===== src/rtl/clock_set_ctrl.sv =====
// clock_set_ctrl: 1 Hz prescaler, MODE/INC key debounce and four-state time-set controller
// driving the select, manual-increment and blink controls of the h/m/s counter chain.
module clock_set_ctrl #(
   parameter int TICK_DIV      = 50000000,
   parameter int DEBOUNCE      = 500000,
   parameter int REPEAT_DELAY  = 25000000,
   parameter int REPEAT_PERIOD = 10000000,
   parameter int TIMEOUT_TICKS = 10
) (
   input  logic       clk,
   input  logic       rst,
   input  logic       key_mode,
   input  logic       key_inc,
   output logic       sec_tick,
   output logic [2:0] set_sel,
   output logic [2:0] manual_pulse,
   output logic       blink,
   output logic [1:0] state
);
   localparam int PW = $clog2(TICK_DIV);
   localparam int DW = $clog2(DEBOUNCE + 1);
   localparam int RW = $clog2((REPEAT_DELAY > REPEAT_PERIOD ? REPEAT_DELAY : REPEAT_PERIOD) + 1);
   localparam int TW = $clog2(TIMEOUT_TICKS + 1);

   typedef enum logic [1:0] {RUN, SET_HOUR, SET_MIN, SET_SEC} state_t;

   state_t st, st_nx;
   logic [1:0] s1, s2, lvl, lvl_q;
   logic [PW-1:0] pre;
   logic [RW-1:0] rcnt;
   logic [TW-1:0] to;
   logic arm, rep, p_mode, p_inc, in_set, wrap, req, act, fire;

   always_ff @(posedge clk or posedge rst)
      if (rst) begin
         s1 <= '0;
         s2 <= '0;
         lvl_q <= '0;
      end else begin
         s1 <= {key_inc, key_mode};
         s2 <= s1;
         lvl_q <= lvl;
      end

   // bit 0 is MODE, bit 1 is INC
   for (genvar i = 0; i < 2; i++) begin : g_deb
      logic [DW-1:0] cnt;
      logic l;
      always_ff @(posedge clk or posedge rst)
         if (rst) begin
            cnt <= '0;
            l <= 1'b0;
         end else if (s2[i] == l) cnt <= '0;
         else if (cnt == DW'(DEBOUNCE - 1)) begin
            cnt <= '0;
            l <= ~l;
         end else cnt <= cnt + 1'b1;
      assign lvl[i] = l;
   end

   always_comb begin
      p_mode = lvl[0] & ~lvl_q[0];
      p_inc  = lvl[1] & ~lvl_q[1];
      in_set = st != RUN;
      wrap   = pre == PW'(TICK_DIV - 1);
      req    = arm & lvl[1] & (rcnt == (rep ? RW'(REPEAT_PERIOD) : RW'(REPEAT_DELAY)));
      act    = p_mode | p_inc | req;
      fire   = in_set & ~p_mode & (p_inc | req) & (manual_pulse == 3'b000);
      st_nx  = p_mode ? state_t'(st + 2'd1)
             : (in_set & wrap & ~act & (to == TW'(TIMEOUT_TICKS - 1))) ? RUN : st;
   end

   always_ff @(posedge clk or posedge rst)
      if (rst) st <= RUN;
      else st <= st_nx;

   // pre is the RUN prescaler and, in set states, the blink/timeout phase
   always_ff @(posedge clk or posedge rst)
      if (rst) begin
         pre <= '0;
         to <= '0;
         rcnt <= '0;
         arm <= 1'b0;
         rep <= 1'b0;
         set_sel <= 3'b000;
         manual_pulse <= 3'b000;
      end else begin
         pre <= (st_nx != st || wrap) ? '0 : pre + 1'b1;
         to <= (st_nx == RUN || act) ? '0 : wrap ? to + 1'b1 : to;
         set_sel <= st_nx == SET_HOUR ? 3'b100 : st_nx == SET_MIN ? 3'b010 : st_nx == SET_SEC ? 3'b001 : 3'b000;
         manual_pulse <= fire ? set_sel : 3'b000;
         if (!in_set || p_mode || !lvl[1]) begin
            arm <= 1'b0;
            rep <= 1'b0;
            rcnt <= '0;
         end else if (p_inc) begin
            arm <= 1'b1;
            rep <= 1'b0;
            rcnt <= RW'(1);
         end else if (req) begin
            rep <= 1'b1;
            rcnt <= RW'(1);
         end else if (arm) rcnt <= rcnt + 1'b1;
      end

   assign sec_tick = (st == RUN) & wrap;
   assign blink = (st == RUN) | (pre < PW'(TICK_DIV / 2));
   assign state = st;
endmodule


===== config.mk =====
export PLATFORM = sky130hd
export DESIGN_NAME = clock_set_ctrl
export DESIGN_NICKNAME = d
export VERILOG_FILES = /design/src/rtl/clock_set_ctrl.sv
export SDC_FILE = /design/constraint.sdc
export NUM_CORES = 1
export LEC_CHECK = 0
export BUFFER_PORTS_ARGS = -buffer_cell sky130_fd_sc_hd__buf_2
export CELL_PAD_IN_SITES_DETAIL_PLACEMENT = 0
export CELL_PAD_IN_SITES_GLOBAL_PLACEMENT = 1
export CORE_UTILIZATION = 30
export DETAILED_ROUTE_END_ITERATION = 6
export HOLD_SLACK_MARGIN = 0.12
export PLACE_DENSITY = 0.63
export SETUP_SLACK_MARGIN = 0.5
export SYNTH_ARGS = -nofsm -noshare
export SYNTH_HDL_FRONTEND = slang
export SYNTH_SLANG_ARGS = --single-unit
export TNS_END_PERCENT = 30

===== constraint.sdc =====
create_clock -name clk -period 6.8 [get_ports clk]
set_clock_uncertainty 0.15 [all_clocks]
set_input_delay 0 -clock clk [delete_from_list [all_inputs] [get_ports clk]]
set_output_delay 0 -clock clk [all_outputs]
set_load 0.03 [all_outputs]

# Word level (Yosys, flattened, before mapping)
# Cells that the tools add are included.
# word_totals
reg_bits,111
in_bits,4
output_inout_bits,10
elab_cells,95
# op_classes
order_cmp,1
muxes,23
eq_ne,11
bitwise,23
reduce_logical,16
n_addsub,6
# ops
operator,count
25-bit 2-to-1 mux,5
19-bit 2-to-1 mux,4
"19-bit by 1-bit adder with 19-bit output, second input constant",2
"19-bit == test, second input constant",2
"26-bit by 1-bit adder with 26-bit output, second input constant",1
"26-bit == test, second input constant",1
"26-bit by 25-bit < comparator with 1-bit output, second input constant",1
26-bit 2-to-1 mux,1
"25-bit by 1-bit adder with 25-bit output, second input constant",1
25-bit == test,1
1-bit bitwise AND,11
4-bit 2-to-1 mux,2
1-bit NOT,8
1-bit 2-to-1 mux,6
2-bit 2-to-1 mux,3
3-bit 2-to-1 mux,2
2-bit nonzero test,3
"4-bit by 1-bit adder with 4-bit output, second input constant",1
"2-bit == test, second input constant",2
"4-bit == test, second input constant",1
2-bit zero test,2
1-bit logical OR,4
1-bit bitwise OR,4
2-bit AND reduction,2
other kinds (8),10

# Depth between registers and ports, before layout
# Gate-level depths: netlist of run 1.
# logic_depth
depth_word,13
mapped_depth,9
ltp_nobuf,7

# Least setup slack after synthesis of run 1
# No wires, ideal clock.
# synth_timing
path_type,register to output
start,register pre[7]
end,output blink
setup_slack_ns,4.451
arrival_time_ns,2.199
t_required_ns,6.650
path_buffers,0
stages_incl_launch_ff,6
path_cell_list,dfrtp_1 or4_4 o21a_1 o21ai_0 a2111oi_0 a311oi_1
# synth_via
elab_chain_cells,2
# synth_lines
item,line,rtl
"start, declared",29,logic [PW-1:0] pre;
"start signal, assigned",88,pre <= (st_nx != st || wrap) ? '0 : pre + 1'b1;
26-bit by 25-bit < comparator with 1-bit output,107,assign blink = (st == RUN) | (pre < PW'(TICK_DIV / 2));
1-bit bitwise OR,107,
"end, declared",17,"output logic blink,"
# Every way passes these cells.

# Final worst setup path of run 1
# Same ends and word-level chain as after synthesis.

==> metrics.cfg, run 1 <==
[clocking]
tritoncts=done
clk_latency_ps=350
clk_path_buf_depth=2
cts-htree-levels=3
cts-root-buf=clkbuf_16
numClockSinks=111
clk_pin_slew_worst_paths_ps=70
cts_buffers=9

[yosys]
synth_top_cells_by_count=dfrtp_1, nor2_1, xor2_1
synth_warnings=0
async_flop_share_pct=100
synth_seq_cells=111
syn_nets=573
synth_seq_area_share_pct=50.0
synth_top_area_cell=dfrtp_1
ys.flop_type=dfrtp_1
synth_edf_count=0
synth_cell_type_count=57
synth_area_sq_um=5550
avgSynthCellArea_sq_um=9.90
synth_area_leaders=dfrtp_1, xor2_1, nor2_1
synth.most_common_cell=dfrtp_1
netlist.area_leader.share_pct=50.0
synth_cells=561

[setup_path]
crit_path_max_fanout=5
cp_num_buf_inv=1
required_ps=6650
cp_data_arrival_time_ps=2580
worst_path_dominant_cell_family=compound AO/OA/AOI/OAI gates
cp-start-kind=flop
end_kind=output port
slowest_stage=or4_4
crit_chain=or4_4 > o21a_1 > o21ai_0 > a2111oi_0 > a311oi_1 > buf_2
path_class=flop to output port
slowest_delay_ps=600

[final_layout]
antenna_cells=0
drive_gt1_share_pct=7.43
fill_cells=1865
stdcell_area_sq_um=6160
nets=586
syn_to_final_growth_pct=11.0

[place]
io_buffers=13
gp_congestion=0.777
dpl_cell_area_sq_um=5810
hpwl_mm=7.66
pre_cts_slack_ps=4070

[global_routing]
grt.total_usage_pct=12.4
antenna_found_initial=0
grt_first_pass_wirelength_mm=19.4
grt_pass1_vias=3962
grt_max_degree=62
grt-ovfl-total=0

[hold_path]
hp-class=input pin to async pin

[outcome]
status=finished clean

[floorplanning]
design.core.area_sq_um=18000
io-pin-count=14
die_w_um=138
die_h_um=138
rows=49
dieArea_sq_um=19100
initial_utilization_pct=30.8

[timing]
period_needed_ps=2730
timing.final.ws_setup_ps=4070
slew-limit-headroom_pct=31.2
fin_tns_setup_ps=0
drv_slew=0
rsz0062_at_grt=no
max_freq_ghz=0.367
hold_viol_final=0
worst_pin_slew_ps=1020
setup_viol=0
min_period_over_period_pct=40.1
hold_ws_ps=120

[route]
drt_wl_total_mm=11.2
vias_per_cell=4.87
via_count=3932
drc_errors=0
firstDrtPassIters=4
drtIter0Drc=173
postRouteAntennaNets=0
wl_per_cell_um=13.9

[pwr]
p_leak_nw=2.53
ir_worst_vdd_mv=0.127
powerDensity_nw_per_um2=206

[job]
cap_violations=0

## path summary, 6_finish.rpt
check                      slack, ps  depth (start not counted)                 start                          to
setup / recovery                4070                          6      pre[7]$_DFF_PP0_                       blink
hold / removal                   120                          3                   rst   manual_pulse[1]$_DFF_PP0_
setup reg to reg                4100                          5  rcnt[11]$_DFFE_PP0P_        rcnt[23]$_DFFE_PP0P_
hold reg to reg                  210                          0       s1[1]$_DFF_PP0_             s2[1]$_DFF_PP0_
max in group asynchronous       5160                          4                   rst  g_deb[1].cnt[17]$_DFF_PP0_
min in group clk                 130                          2               key_inc             s1[1]$_DFF_PP0_
## cell type report
cell class,count,area [sq um],share of cell area (%)
Inverter,21,81.3,1.32
Tap cell,229,287,4.65
Clock inverter,3,65.1,1.06
Clock buffer,13,260,4.22
Multi-Input combinational cell,414,2590,42.0
Timing Repair Buffer,17,103,1.66
Sequential cell,111,2780,45.1
## cell families (layout without fill, tap and decap cells)
group                      after synthesis  count (layout)  synth area share, %
buffers and inverters                   36              54                 3.36
adders and majority gates                8               8                 1.80
xor gates and xnor gates                87              87                 13.7
DFF                                    111             111                 50.0
AOI/OAI and AO/OA                       20              20                 2.97
muxes                                    4               4                0.766
and+or+nand+nor                        295             295                 27.4
## worst register-to-register path: stages, from the launching register on
cell       delay, ps
dfrtp_1          460
or4b_1           540
a2bb2oi_1        160
a2111oi_4        310
nand2b_1         800
nor2_1           130
## flip-flops by register name, summed over array words and instances (netlist names)
name / cells
manual_pulse: 3
s1: 2
to: 4
rcnt: 25
arm: 1
s2: 2
pre: 26
g_deb.cnt: 38
state: 2
set_sel: 3
g_deb.l: 2
rep: 1
lvl_q: 2
## report_power, final
part	switching [W]	internal [W]	total (W)
combinational	0.0000195	0.00000585	0.0000253
sequential	0.00000342	0.000664	0.000667
clock	0.000236	0.000343	0.000579
total	0.000259	0.00101	0.00127
## metal layers
layer	vias to the layer above	global-route usage (%)	share of wire (%)	wire length, um
met4	0	6.02	2.0	228
li1	1939	-	-	-
met3	15	1.80	2.2	251
met1	1932	17.0	51	5670
met2	46	19.3	45	5060
met5	-	0	0	0
## stage by stage
stage	instances	power (W)	util, %
floorplan	561	0.000698	-
global placement	789	0.000705	32.2
detailed placement	789	0.000706	32.2
CTS	808	0.00129	34.2
global route	808	0.00132	34.2
finish	808	0.00127	34.2
## layout by cell type (no fill, tap or decap), types with 2 or more instances in the layout
cell type | Yosys | layout
nor2b_1 | 4 | 4
mux2i_1 | 2 | 2
nand3_1 | 40 | 40
buf_2 | 1 | 13
nand3b_1 | 2 | 2
ha_1 | 8 | 8
clkbuf_8 | 0 | 2
bufinv_16 | 0 | 2
mux2_2 | 2 | 2
nor4b_1 | 2 | 2
nor2_1 | 107 | 107
o21a_1 | 2 | 2
inv_1 | 21 | 20
nand2b_1 | 3 | 3
o21ai_0 | 2 | 2
nor4_1 | 14 | 14
nand4_1 | 25 | 25
nor3b_1 | 4 | 4
or4bb_1 | 3 | 3
or2_2 | 3 | 3
and4_1 | 2 | 2
nor3_1 | 14 | 14
dfrtp_1 | 111 | 111
clkbuf_1 | 5 | 2
nand4b_1 | 3 | 3
xor2_1 | 48 | 48
xnor2_1 | 39 | 39
nand2_1 | 33 | 33
or3_1 | 2 | 2
a21oi_1 | 4 | 4
and2_1 | 2 | 2
clkbuf_16 | 0 | 9
nor4_2 | 2 | 2
and3_1 | 21 | 21
dlygate4sd3_1 | 0 | 3
## timing repair
| item | 4_1_cts | 5_1_grt |
|---|---|---|
| buffers inserted | 0 | 0 |
| hold buffers | 3 | 0 |
| gates resized for setup | 0 | 0 |
| endpoints found under the hold margin | 52 | 0 |
Note: power is estimated with default switching activity, not from simulation.
==> inputs of run 2 (changes only) <==
- clock period: 6.8 -> 2.6 ns (I/O delays scaled with it)
==> metrics.cfg, run 2 (synthesis gave the netlist of run 1 again) <==
[outcome]
status=finished clean

[clocking]
tritoncts=done
cts-htree-levels=3  ; unchanged
cts-root-buf=clkbuf_16
cts_buffers=9  ; unchanged
numClockSinks=111  ; unchanged
clk_pin_slew_worst_paths_ps=70  ; about the same
clk_latency_ps=350  ; about the same
clk_path_buf_depth=2  ; unchanged

[timing]
hold_viol_final=0  ; unchanged
max_freq_ghz=0.423
worst_pin_slew_ps=615  ; -407 ps
slew-limit-headroom_pct=58.7  ; +27 points
rsz0062_at_grt=yes
hold_ws_ps=137  ; +16.9 ps
min_period_over_period_pct=90.9
drv_slew=0  ; unchanged
period_needed_ps=2360
fin_tns_setup_ps=0  ; unchanged
setup_viol=0  ; unchanged

[route]
drtIter0Drc=234  ; +35%
firstDrtPassIters=4  ; unchanged
drt_wl_total_mm=11.9  ; +6.4%
wl_per_cell_um=14.1  ; +2.0%
via_count=4079  ; +3.7%
drc_errors=0  ; unchanged
vias_per_cell=4.84  ; -0.57%
postRouteAntennaNets=0  ; unchanged

[final_layout]
mostFrequentLayoutCells=dfrtp_1, nor2_1, xor2_1
syn_to_final_growth_pct=21.8
antenna_cells=0  ; unchanged
drive_gt1_share_pct=20.0  ; +13 points
final_common_cell=dfrtp_1
reg_top3=g_deb.cnt (38), pre (26), rcnt (25)
fin_cells=843  ; +4.3%
stdcell_area_sq_um=6770  ; +9.8%
regMostFlops=g_deb.cnt
largest_reg_flops=38  ; unchanged
nets=621  ; +6.0%

[hold_path]
min-delay-start=key_inc
min_to=s1[1]$_DFF_PP0_
hp-class=input pin to flop
hold_depth=2

[setup_path]
crit_path_max_fanout=3  ; -2
rr_worst_depth=6  ; +1
crit_chain=or4_4 > o21a_1 > o21ai_2 > a2111oi_2 > a311oi_2 > buf_4
cp.depth=6  ; unchanged
cp_data_arrival_time_ps=2210  ; -370 ps
r2r-end=set_sel[2]$_DFF_PP0_
required_ps=2450  ; -4200 ps
cp_num_buf_inv=1  ; unchanged
path_class=flop to output port
slowest_stage=or4_4
slowest_delay_ps=560  ; -40 ps
end_kind=output port
timing.rr.start=pre[9]$_DFF_PP0_
worst_path_dominant_cell_family=compound AO/OA/AOI/OAI gates
cp-start-kind=flop
regToRegSetupSlack_ps=300  ; -3800 ps

[pwr]
ir_worst_vdd_mv=0.277  ; +120%
powerDensity_nw_per_um2=484  ; +130%
p_leak_nw=2.77  ; +9.6%
finalPower_w=0.00327  ; +160%

[place]
io_buffers=13  ; unchanged
dpl_cell_area_sq_um=5920  ; +2.0%
placed_cells=799  ; +1.3%
hpwl_mm=7.68  ; +0.32%
gp_congestion=0.752  ; -3.1%

[global_routing]
grt.total_usage_pct=12.8  ; +0.36 points
grt_first_pass_wirelength_mm=20.1  ; +3.3%
grt_pass1_vias=4081  ; +3.0%
antenna_found_initial=0  ; unchanged
grt_max_degree=73  ; +18%
grt-ovfl-total=0  ; unchanged

[floorplanning]
design.core.area_sq_um=18000  ; unchanged
initial_utilization_pct=30.8  ; unchanged
io-pin-count=14  ; unchanged
rows=49  ; unchanged
dieArea_sq_um=19100  ; unchanged
die_h_um=138  ; unchanged
die_w_um=138  ; unchanged

[job]
cap_violations=0  ; unchanged

## run 2: cell types whose count changed in the layout (fill, tap and decap cells not counted), moves of 3 or more
| cell | before | now |
|---|---|---|
| dfrtp_1 | 111 | 104 |
| buf_4 | 1 | 30 |
| buf_12 | 0 | 3 |
| nor2_4 | 0 | 16 |
| dfrtp_2 | 0 | 7 |
| nor2_1 | 107 | 89 |
## run 2: where the power goes
part,internal (W),switching (W),total [W]
Sequential,0.00174,0.00000940,0.00174
Combinational,0.0000194,0.0000520,0.0000714
Clock,0.000809,0.000649,0.00146
Total,0.00256,0.000710,0.00327
## run 2: how the worst max path moves through the flow
| stage | from | to | slack [ps] |
|---|---|---|---|
| after floorplan | pre[7]$_DFF_PP0_ | blink | 250 |
| after global placement | pre[11]$_DFF_PP0_ | pre[18]$_DFF_PP0_ | 320 |
| after detailed placement | pre[7]$_DFF_PP0_ | set_sel[2]$_DFF_PP0_ | 250 |
| after CTS | pre[9]$_DFF_PP0_ | blink | 250 |
| after global routing | pre[9]$_DFF_PP0_ | blink | 130 |
| final | pre[9]$_DFF_PP0_ | blink | 240 |
## run 2: per-stage QoR
step,util (%),setup slack [ps]
detailed placement,32.9,253
floorplan,-,251
finish,37.5,235
CTS,35.7,245
global route,37.5,132
global placement,32.9,319
## run 2: worst register-to-register path: stages, from the launching register on
cell and delay (ps):
dfrtp_1 390, or4_4 560, buf_4 160, nor4_4 310, nand3_2 160, o31ai_4 290
o32ai_1 160
## run 2: layer usage
metal	vias to the layer above	wire length, um	track usage, %
li1	2016	-	-
met1	2003	5830	17.9
met2	44	5650	19.9
met3	16	227	1.45
met4	0	211	5.73
met5	-	0	0
## run 2: cell type report
| type | count | area, sq um |
|---|---|---|
| inverters | 21 | 82.6 |
| clock buffers | 11 | 253 |
| clock inverters | 5 | 62.6 |
| well taps | 229 | 287 |
| flip-flops and latches | 111 | 2790 |
| multi-input cells | 414 | 2840 |
| repair buffers | 52 | 453 |
| fillers | 1793 | 11300 |
## run 2: repair_timing
action	CTS	global route
endpoints found under the setup margin	64	88
hold buffers	4	0
gates resized for setup	20	50
gates cloned	0	3
endpoints found under the hold margin	113	0
pin swaps	8	23
buffers inserted	9	12
